$ cat src/rtl/tdm_demux_if.sv
// Serial TDM receive bus: framed bitstream in, per-channel word slots and strobes out.
interface tdm_demux_if #(
  parameter int CHANNELS = 4,
  parameter int WIDTH    = 8
);
  logic                      din;
  logic                      din_valid;
  logic                      frame_sync;
  logic [CHANNELS*WIDTH-1:0] ch_data;
  logic [CHANNELS-1:0]       ch_valid;
  logic                      frame_done;
  logic                      sync_err;

  modport master (
    output din, din_valid, frame_sync,
    input  ch_data, ch_valid, frame_done, sync_err
  );

  modport slave (
    input  din, din_valid, frame_sync,
    output ch_data, ch_valid, frame_done, sync_err
  );
endinterface

$ cat src/rtl/tdm_demux.sv
// Serial time-division demultiplexer: assembles MSB-first words from a framed bitstream
// and routes each completed word to its channel slot with a one-cycle strobe.
module tdm_demux #(
  parameter int CHANNELS = 4,
  parameter int WIDTH    = 8
) (
  input  logic        clk,
  input  logic        rst_n,
  tdm_demux_if.slave  bus
);
  localparam int BW = $clog2(WIDTH + 1);
  localparam int CW = $clog2(CHANNELS);
  localparam logic [BW-1:0] LAST_BIT = BW'(WIDTH - 1);
  localparam logic [CW-1:0] LAST_CH  = CW'(CHANNELS - 1);

  typedef enum logic [0:0] {HUNT = 1'b0, RUN = 1'b1} state_t;

  state_t                    r_state;
  logic [BW-1:0]             r_bit_cnt;
  logic [CW-1:0]             r_ch_cnt;
  logic [WIDTH-1:0]          r_shift;
  logic [CHANNELS*WIDTH-1:0] r_ch_data;
  logic [CHANNELS-1:0]       r_ch_valid;
  logic                      r_frame_done;
  logic                      r_sync_err;

  logic [WIDTH-1:0]          w_word;
  logic                      w_at_start;

  assign w_word     = {r_shift[WIDTH-2:0], bus.din};
  assign w_at_start = (r_bit_cnt == {BW{1'b0}}) && (r_ch_cnt == {CW{1'b0}});

  // Framing FSM, word assembly and registered slot/strobe outputs
  always_ff @(posedge clk or negedge rst_n) begin
    if (!rst_n) begin
      r_state      <= HUNT;
      r_bit_cnt    <= {BW{1'b0}};
      r_ch_cnt     <= {CW{1'b0}};
      r_shift      <= {WIDTH{1'b0}};
      r_ch_data    <= {(CHANNELS*WIDTH){1'b0}};
      r_ch_valid   <= {CHANNELS{1'b0}};
      r_frame_done <= 1'b0;
      r_sync_err   <= 1'b0;
    end else begin
      r_ch_valid   <= {CHANNELS{1'b0}};
      r_frame_done <= 1'b0;
      r_sync_err   <= 1'b0;
      if (bus.din_valid) begin
        case (r_state)
          HUNT: begin
            if (bus.frame_sync) begin
              r_state   <= RUN;
              r_shift   <= {{(WIDTH-1){1'b0}}, bus.din};
              r_bit_cnt <= {{(BW-1){1'b0}}, 1'b1};
              r_ch_cnt  <= {CW{1'b0}};
            end
          end
          RUN: begin
            if (w_at_start && !bus.frame_sync) begin
              // Missing sync where a frame must begin: drop lock and hunt again
              r_sync_err <= 1'b1;
              r_state    <= HUNT;
            end else if (!w_at_start && bus.frame_sync) begin
              // Unexpected sync: abandon partial frame, this beat is the new ch0 MSB
              r_sync_err <= 1'b1;
              r_shift    <= {{(WIDTH-1){1'b0}}, bus.din};
              r_bit_cnt  <= {{(BW-1){1'b0}}, 1'b1};
              r_ch_cnt   <= {CW{1'b0}};
            end else if (r_bit_cnt == LAST_BIT) begin
              for (int k = 0; k < CHANNELS; k++) begin
                if (r_ch_cnt == CW'(k)) begin
                  r_ch_data[k*WIDTH +: WIDTH] <= w_word;
                  r_ch_valid[k]               <= 1'b1;
                end
              end
              r_shift   <= w_word;
              r_bit_cnt <= {BW{1'b0}};
              if (r_ch_cnt == LAST_CH) begin
                r_frame_done <= 1'b1;
                r_ch_cnt     <= {CW{1'b0}};
              end else begin
                r_ch_cnt <= r_ch_cnt + CW'(1);
              end
            end else begin
              r_shift   <= w_word;
              r_bit_cnt <= r_bit_cnt + BW'(1);
            end
          end
          default: r_state <= HUNT;
        endcase
      end
    end
  end

  assign bus.ch_data    = r_ch_data;
  assign bus.ch_valid   = r_ch_valid;
  assign bus.frame_done = r_frame_done;
  assign bus.sync_err   = r_sync_err;
endmodule

$ cat src/flat_wrapper.sv
// flat-port wrapper written by rule: the top's interface ports become plain ports
module tdm_demux_flat 
#(
  parameter int CHANNELS = 4,
  parameter int WIDTH    = 8
)
  (clk, rst_n, bus_din, bus_din_valid, bus_frame_sync, bus_ch_data, bus_ch_valid, bus_frame_done, bus_sync_err);
  tdm_demux_if #(.CHANNELS(CHANNELS), .WIDTH(WIDTH)) bus_i ();
  input  logic clk;
  input  logic rst_n;
  input wire logic [$bits(bus_i.din)-1:0] bus_din;
  input wire logic [$bits(bus_i.din_valid)-1:0] bus_din_valid;
  input wire logic [$bits(bus_i.frame_sync)-1:0] bus_frame_sync;
  output wire logic [$bits(bus_i.ch_data)-1:0] bus_ch_data;
  output wire logic [$bits(bus_i.ch_valid)-1:0] bus_ch_valid;
  output wire logic [$bits(bus_i.frame_done)-1:0] bus_frame_done;
  output wire logic [$bits(bus_i.sync_err)-1:0] bus_sync_err;
  assign bus_i.din = bus_din;
  assign bus_i.din_valid = bus_din_valid;
  assign bus_i.frame_sync = bus_frame_sync;
  assign bus_ch_data = bus_i.ch_data;
  assign bus_ch_valid = bus_i.ch_valid;
  assign bus_frame_done = bus_i.frame_done;
  assign bus_sync_err = bus_i.sync_err;
  tdm_demux #(.CHANNELS(CHANNELS), .WIDTH(WIDTH)) u_core (.clk(clk), .rst_n(rst_n), .bus(bus_i));
endmodule
$ cat config.mk
export PLATFORM = sky130hd
export DESIGN_NAME = tdm_demux_flat
export DESIGN_NICKNAME = d
export VERILOG_FILES = /design/src/rtl/tdm_demux_if.sv /design/src/rtl/tdm_demux.sv /design/src/flat_wrapper.sv
export SDC_FILE = /design/constraint.sdc
export NUM_CORES = 1
export LEC_CHECK = 0
export ABC_AREA = 1
export BUFFER_PORTS_ARGS = -buffer_cell sky130_fd_sc_hd__buf_4
export CORE_ASPECT_RATIO = 1.75
export CORE_MARGIN = 4
export CORE_UTILIZATION = 34
export DETAILED_ROUTE_END_ITERATION = 10
export MAX_ROUTING_LAYER = met4
export PLACE_DENSITY = 0.63
export SETUP_SLACK_MARGIN = 0.15
export SLEW_MARGIN = 20
export SYNTH_ARGS = -nofsm -noshare
export SYNTH_HDL_FRONTEND = slang
export SYNTH_SLANG_ARGS = --single-unit
$ cat constraint.sdc
create_clock -name clk -period 2.3 [get_ports clk]
set_input_delay 0.115 -clock clk [delete_from_list [all_inputs] [get_ports clk]]
set_output_delay 0.115 -clock clk [all_outputs]
set_load 0.01 [all_outputs]
### Yosys cells after proc, flatten, opt, wreduce, memory -nomap -nowiden

Cells that the tools add are included.

* add/sub/neg operators: 2
* multiply operators: 0
* div/mod/pow operators: 0
* magnitude comparators: 0
* eq/ne operators: 7
* shift operators: 0
* muxes and demuxes: 36
* bitwise operators: 3
* reductions and logical operators: 13

Operator list (count)
* 2-to-1 mux 4 bit: 9
* AND reduction 6 bit: 4
* 2-to-1 mux 7 bit: 3
* 2-to-1 mux 1 bit: 15
* case mux 7 bit (2 select lines): 1
* 2-to-1 mux 2 bit: 5
* case mux 4 bit (2 select lines): 1
* adder 4 x 1 -> 4 bit (second input constant): 1
* equality test 2 bit (second input constant): 2
* equality test 4 x 3 -> 1 bit (second input constant): 1
* logical NOT 4 bit: 1
* inequality test 2 bit (second input constant): 2
* case mux 2 bit (2 select lines): 1
* AND reduction 4 bit: 1
* logical AND 1 bit: 3
* inequality test 3 bit (second input constant): 1
* NOT 1 bit: 3
* AND reduction 3 bit: 1
* adder 2 x 1 -> 2 bit (second input constant): 1
* equality test 2 x 1 -> 1 bit (second input constant): 1
* logical NOT 1 bit: 2
* logical NOT 2 bit: 1
* case mux 1 bit (2 select lines): 1

* register bits: 52
* bits in latches: 0
* bits in writable memories: 0
* memory bits (read-only): 0
* bits of input ports: 5
* output and inout port bits: 38
* word-level logic and storage cells: 72
* memories: 0

### Depth between registers and ports, before layout

* depth in word-level cells: 8
* gate-level depth with buffers: 11
* depth with buffers taken out: 11

### Least setup slack after synthesis

Ideal clock, no wire load.

* path type: register -> register
* from: register u_core.r_ch_cnt[0]
* to: register u_core.r_ch_data[13], in the netlist u_core.bus.ch_data[13]
* setup time: 0.117 ns
* arrival time: 1.568 ns
* slack: 0.616 ns
* stages on the path, launching flop included: 11
* buffers on the path: 0
* path through: dfrtp_1 -> inv_1 -> ha_1 -> nand4_1 -> inv_1 -> ha_1 -> nand2_1 -> nor2_2 -> nand2_1 -> nand2_1 -> nand2_1

* longest elaborated chain between the ends: 6
* elaborated cells between the ends (all ways): 9

RTL lines
* start, declared: line tdm_demux.sv:20 `logic [CW-1:0] r_ch_cnt;`
* start signal, assigned: line tdm_demux.sv:38 `r_ch_cnt <= {CW{1'b0}};`
* start signal, assigned: line tdm_demux.sv:55 `r_ch_cnt <= {CW{1'b0}};`
* start signal, assigned: line tdm_demux.sv:68 `r_ch_cnt <= {CW{1'b0}};`
* logical NOT 2 bit: line tdm_demux.sv:31 `assign w_at_start = (r_bit_cnt == {BW{1'b0}}) && (r_ch_cnt == {CW{1'b0}});`
* logical AND 1 bit: line tdm_demux.sv:31
* logical NOT 1 bit: line tdm_demux.sv:63 `end else if (!w_at_start && bus.frame_sync) begin`
* logical AND 1 bit: line tdm_demux.sv:63
* NOT 1 bit (no line)
* AND reduction 6 bit (no line) *
* end signal, assigned: line tdm_demux.sv:40 `r_ch_data <= {(CHANNELS*WIDTH){1'b0}};`
* end signal, assigned by index: line tdm_demux.sv:72 `r_ch_data[k*WIDTH +: WIDTH] <= w_word;`
* end, declared: line tdm_demux.sv:22 `logic [CHANNELS*WIDTH-1:0] r_ch_data;`

Every way passes the cells marked *; elsewhere a longest branch is shown, timed or not.
A chain may end at the register's enable or synchronous reset.

### Worst setup path in the final report

* from: register u_core.r_ch_cnt[0]
* to: register u_core.r_ch_data[11], in the netlist u_core.bus.ch_data[11]

The elaborated chain is that of the path after synthesis.

==> results.yml <==
outcome:
  result_of_the_run: "completed"
synthesis:
  syn_avg_cell_area_um2: 8.460
  synth-seq-area-share_pct: 57.14
  syn-instance-count: 264
  syn-cell-area_mm2: 0.002233
  mappedNetlistNets: 277
  synth_unique_cells: 16
  number_of_warnings_issued_by_yosys: 0
  synth-seq-cells: 51
clock_tree:
  clk-insertion-delay-late_ns: 0.31
  post-cts-setup-buffer-count: 0
  cts.sinks: 51
  tritoncts.num_buffers: 5
  ctsLongestPathBuffers: 2
  cts-root-buf: "sky130_fd_sc_hd__clkbuf_8"
  cts.htree.levels: 2
  tritoncts: "yes"
  clkTransAtPathRegs_ns: 0.09
critical_path:
  crit_path_max_fanout: 8
  crit_path_launch_type: "flop"
  timing.critical_path.arrival_ns: 2.15
  critical_path.slowest_cell: "sky130_fd_sc_hd__dfrtp_1"
  setup.worst_path.class: "flop to flop"
  worst_setup_path_startpoint: "u_core.r_ch_cnt[0]"
  critical_path.most_common_cell: "sky130_fd_sc_hd__nand2_1"
  r2r_start: "u_core.r_ch_cnt[0]"
  worstPathRequired_ns: 2.51
  worst_path_largest_cell_delay_ns: 0.42
  timing.critical_path.cells: "inv_1 > ha_1 > nand4_1 > inv_1 > ha_1 > nand2_1 > nor2_2 > nand2_1 > nand2_1 > nand2_1"
  critical_path.endpoint_type: "flop"
die:
  die_height_um: 115.2
  floorplan_die_area_mm2: 0.007980
  placement_rows: 38
  initial_core_util_pct: 35.59
  floorplan.io_pins: 43
  design.core.area_mm2: 0.006276
  die_w_um: 69.27
pwr:
  leakagePower_nw: 1.565
  vdd.ir_drop.worst_mv: 0.2951
  report.power.total_mw: 2.136
  power.share.combinational_pct: 22.4
  power.share.sequential_pct: 51.0
  power.share.switching_pct: 33.49
  cellInternalPower_mw: 1.420
  netSwitchingPower_uw: 715.1
  power.density_mw_per_mm2: 778.7
  p_clk_share_pct: 26.6
sta:
  timing.final.crit_share_pct: 84.76
  grt_setup_unrepaired: "yes"
  finalSetupTns_ns: 0
  finalHoldWorstSlack_ns: 0.06147
  final_hold_viol_count: 0
  finalWorstPathRequiredPeriod_ns: 1.949
  relSlewSlack_pct: 56.93
  fmaxAchievable_ghz: 0.5130
  worst_slew_pin_slew_ns: 0.6461
  setup_violations: 0
  timing.clock.skew_ns: 0.009814
  timing_max_transition_violations_final: 0
job:
  cap_viol_max_count: 0
cells_and_area:
  synthToLayoutAreaGrowth_pct: 22.80
  final_nets: 323
  filler_cell_count: 679
  finish.cell_count_without_fillers: 391
  diodes: 0
  post_route_cells_drive_above_1_share_pct: 19.29
route:
  drt_drc_violations_left: 0
  avgViaCountPerCell: 4.586
  wire_per_inst_um: 13.50
  initialDrtViolationCount: 132
  drt-pass1-iter-count: 4
  antenna_left: 0
  vias: 1793
  routed_wirelength_mm: 5.278
global_routing:
  grt_max_degree: 52
  gr-total-overflow: 0
  antenna_found_initial: 0
  first_pass_grt_wire_length_mm: 8.549
  grt_pass1_vias: 1718
  grt_usage_pct: 14.22
place:
  placed_cell_count: 382
  routabilityCongestion: 0.8166
  place.port_buffers: 42
  dp_hpwl_mm: 3.936
hold_path:
  hp-start: "bus_din_valid"
  hp-class: "primary input to flop"
==> path summary, 6_finish.rpt <==
path	end	slack (ns)	cells past startpoint
min	u_core.r_state	0.06	2
min in group asynchronous	u_core.bus.ch_data[28]	0.36	2
max in group asynchronous	u_core.r_shift[3]	1.49	2
min reg2reg	u_core.bus.ch_data[9]	0.49	2
max reg2reg	u_core.bus.ch_data[11]	0.35	10
max	u_core.bus.ch_data[11]	0.35	10
==> metal layers <==
layer | vias up | GRT usage (%) | wire, um | share of wire (%)
li1 | 897 | - | - | -
met1 | 846 | 14.37 | 2023 | 38
met2 | 41 | 25.77 | 2894 | 55
met3 | 9 | 3.412 | 208 | 3.9
met4 | 0 | 6.389 | 152 | 2.9
met5 | - | - | 0 | 0
==> registers in the layout, indices dropped and copies added, names as in the netlist <==
| name | count |
|---|---|
| u_core.r_bit_cnt | 4 |
| u_core.bus.sync_err | 1 |
| u_core.r_shift | 7 |
| u_core.bus.ch_data | 32 |
| u_core.r_ch_cnt | 2 |
| u_core.r_state | 1 |
| u_core.bus.ch_valid | 4 |
==> power by group through the flow <==
stage                     clock network, mW  logic (mW)  registers, mW
final                                 0.568       0.478           1.09
after detailed placement                  0       0.479           1.11
after global placement                    0       0.472           1.10
after floorplan                           0       0.338           1.08
after global routing                  0.621       0.571           1.10
after CTS                             0.584       0.482           1.09
==> kinds of logic after synthesis <==
logic type / count (synthesis) / share of synthesized area (%)
AOI/OAI and AO/OA: 11 / 2.465
adders and majority gates: 8 / 4.482
buffers and inverters: 27 / 4.874
DFF: 51 / 57.14
and+or+nand+nor: 167 / 31.04
==> placed cells by master (no fill, tap or decap), types with 2 or more instances in the layout <==
cell and instances:
sky130_fd_sc_hd__nor2_2 2, sky130_fd_sc_hd__ha_1 8, sky130_fd_sc_hd__buf_4 42, sky130_fd_sc_hd__o21ai_0 10, sky130_fd_sc_hd__nand2_1 133, sky130_fd_sc_hd__nor2_4 4
sky130_fd_sc_hd__nand3_1 12, sky130_fd_sc_hd__nor2_1 10, sky130_fd_sc_hd__nand2_2 2, sky130_fd_sc_hd__nand4_1 2, sky130_fd_sc_hd__clkbuf_8 7, sky130_fd_sc_hd__dfrtp_1 51
sky130_fd_sc_hd__inv_1 22
==> cell usage after synthesis <==
library cell	n	area [um^2]
sky130_fd_sc_hd__ha_1	8	100.1
sky130_fd_sc_hd__nand4_1	2	12.51
sky130_fd_sc_hd__nand2_2	1	6.260
sky130_fd_sc_hd__nor2_1	10	37.54
sky130_fd_sc_hd__nor3_1	1	5.000
sky130_fd_sc_hd__nand2_1	134	503.0
sky130_fd_sc_hd__dfrtp_1	51	1276
sky130_fd_sc_hd__nand3_1	12	60.06
sky130_fd_sc_hd__a21oi_1	1	5.000
sky130_fd_sc_hd__nor2_2	2	12.51
sky130_fd_sc_hd__nor2_4	4	45.04
sky130_fd_sc_hd__nand2_4	1	11.26
sky130_fd_sc_hd__buf_2	3	15.01
sky130_fd_sc_hd__inv_1	23	86.33
sky130_fd_sc_hd__buf_4	1	7.510
sky130_fd_sc_hd__o21ai_0	10	50.05
==> layout make-up <==
class / instances / area, um^2 / share of cell area [%]
multi-input combinational: 186 / 850.8 / 31.02
clock inverter: 1 / 7.507 / 0.2737
sequential: 51 / 1276 / 46.53
inverter: 23 / 86.33 / 3.148
timing repair buffer: 43 / 325.3 / 11.86
clock buffer: 7 / 96.34 / 3.513
tap: 80 / 100.1 / 3.650
==> per-stage QoR <==
stage               area, um^2  utilization, %  setup WS (ns)
CTS                       2740           43.66         0.3386
finish                    2743           43.70         0.3505
global route              2743           43.70         0.1254
detailed placement        2626           41.85         0.3645
global placement          2626           41.85         0.4058
floorplan                 2233               -         0.6157
==> timing repair <==
item | in CTS | in global routing
endpoints found under the setup margin | 0 | 11
hold buffers | 1 | 0
gates resized for setup | 0 | 2
hold endpoints to repair | 51 | 0
==> worst max-delay path: cells and delay by family, from the launching register on <==
family	cells	cell delay [ns]
and+or+nand+nor	6	0.80
DFF	1	0.42
buffers and inverters	2	0.13
adders and majority gates	2	0.49
Power figures use the tool's default switching activity.
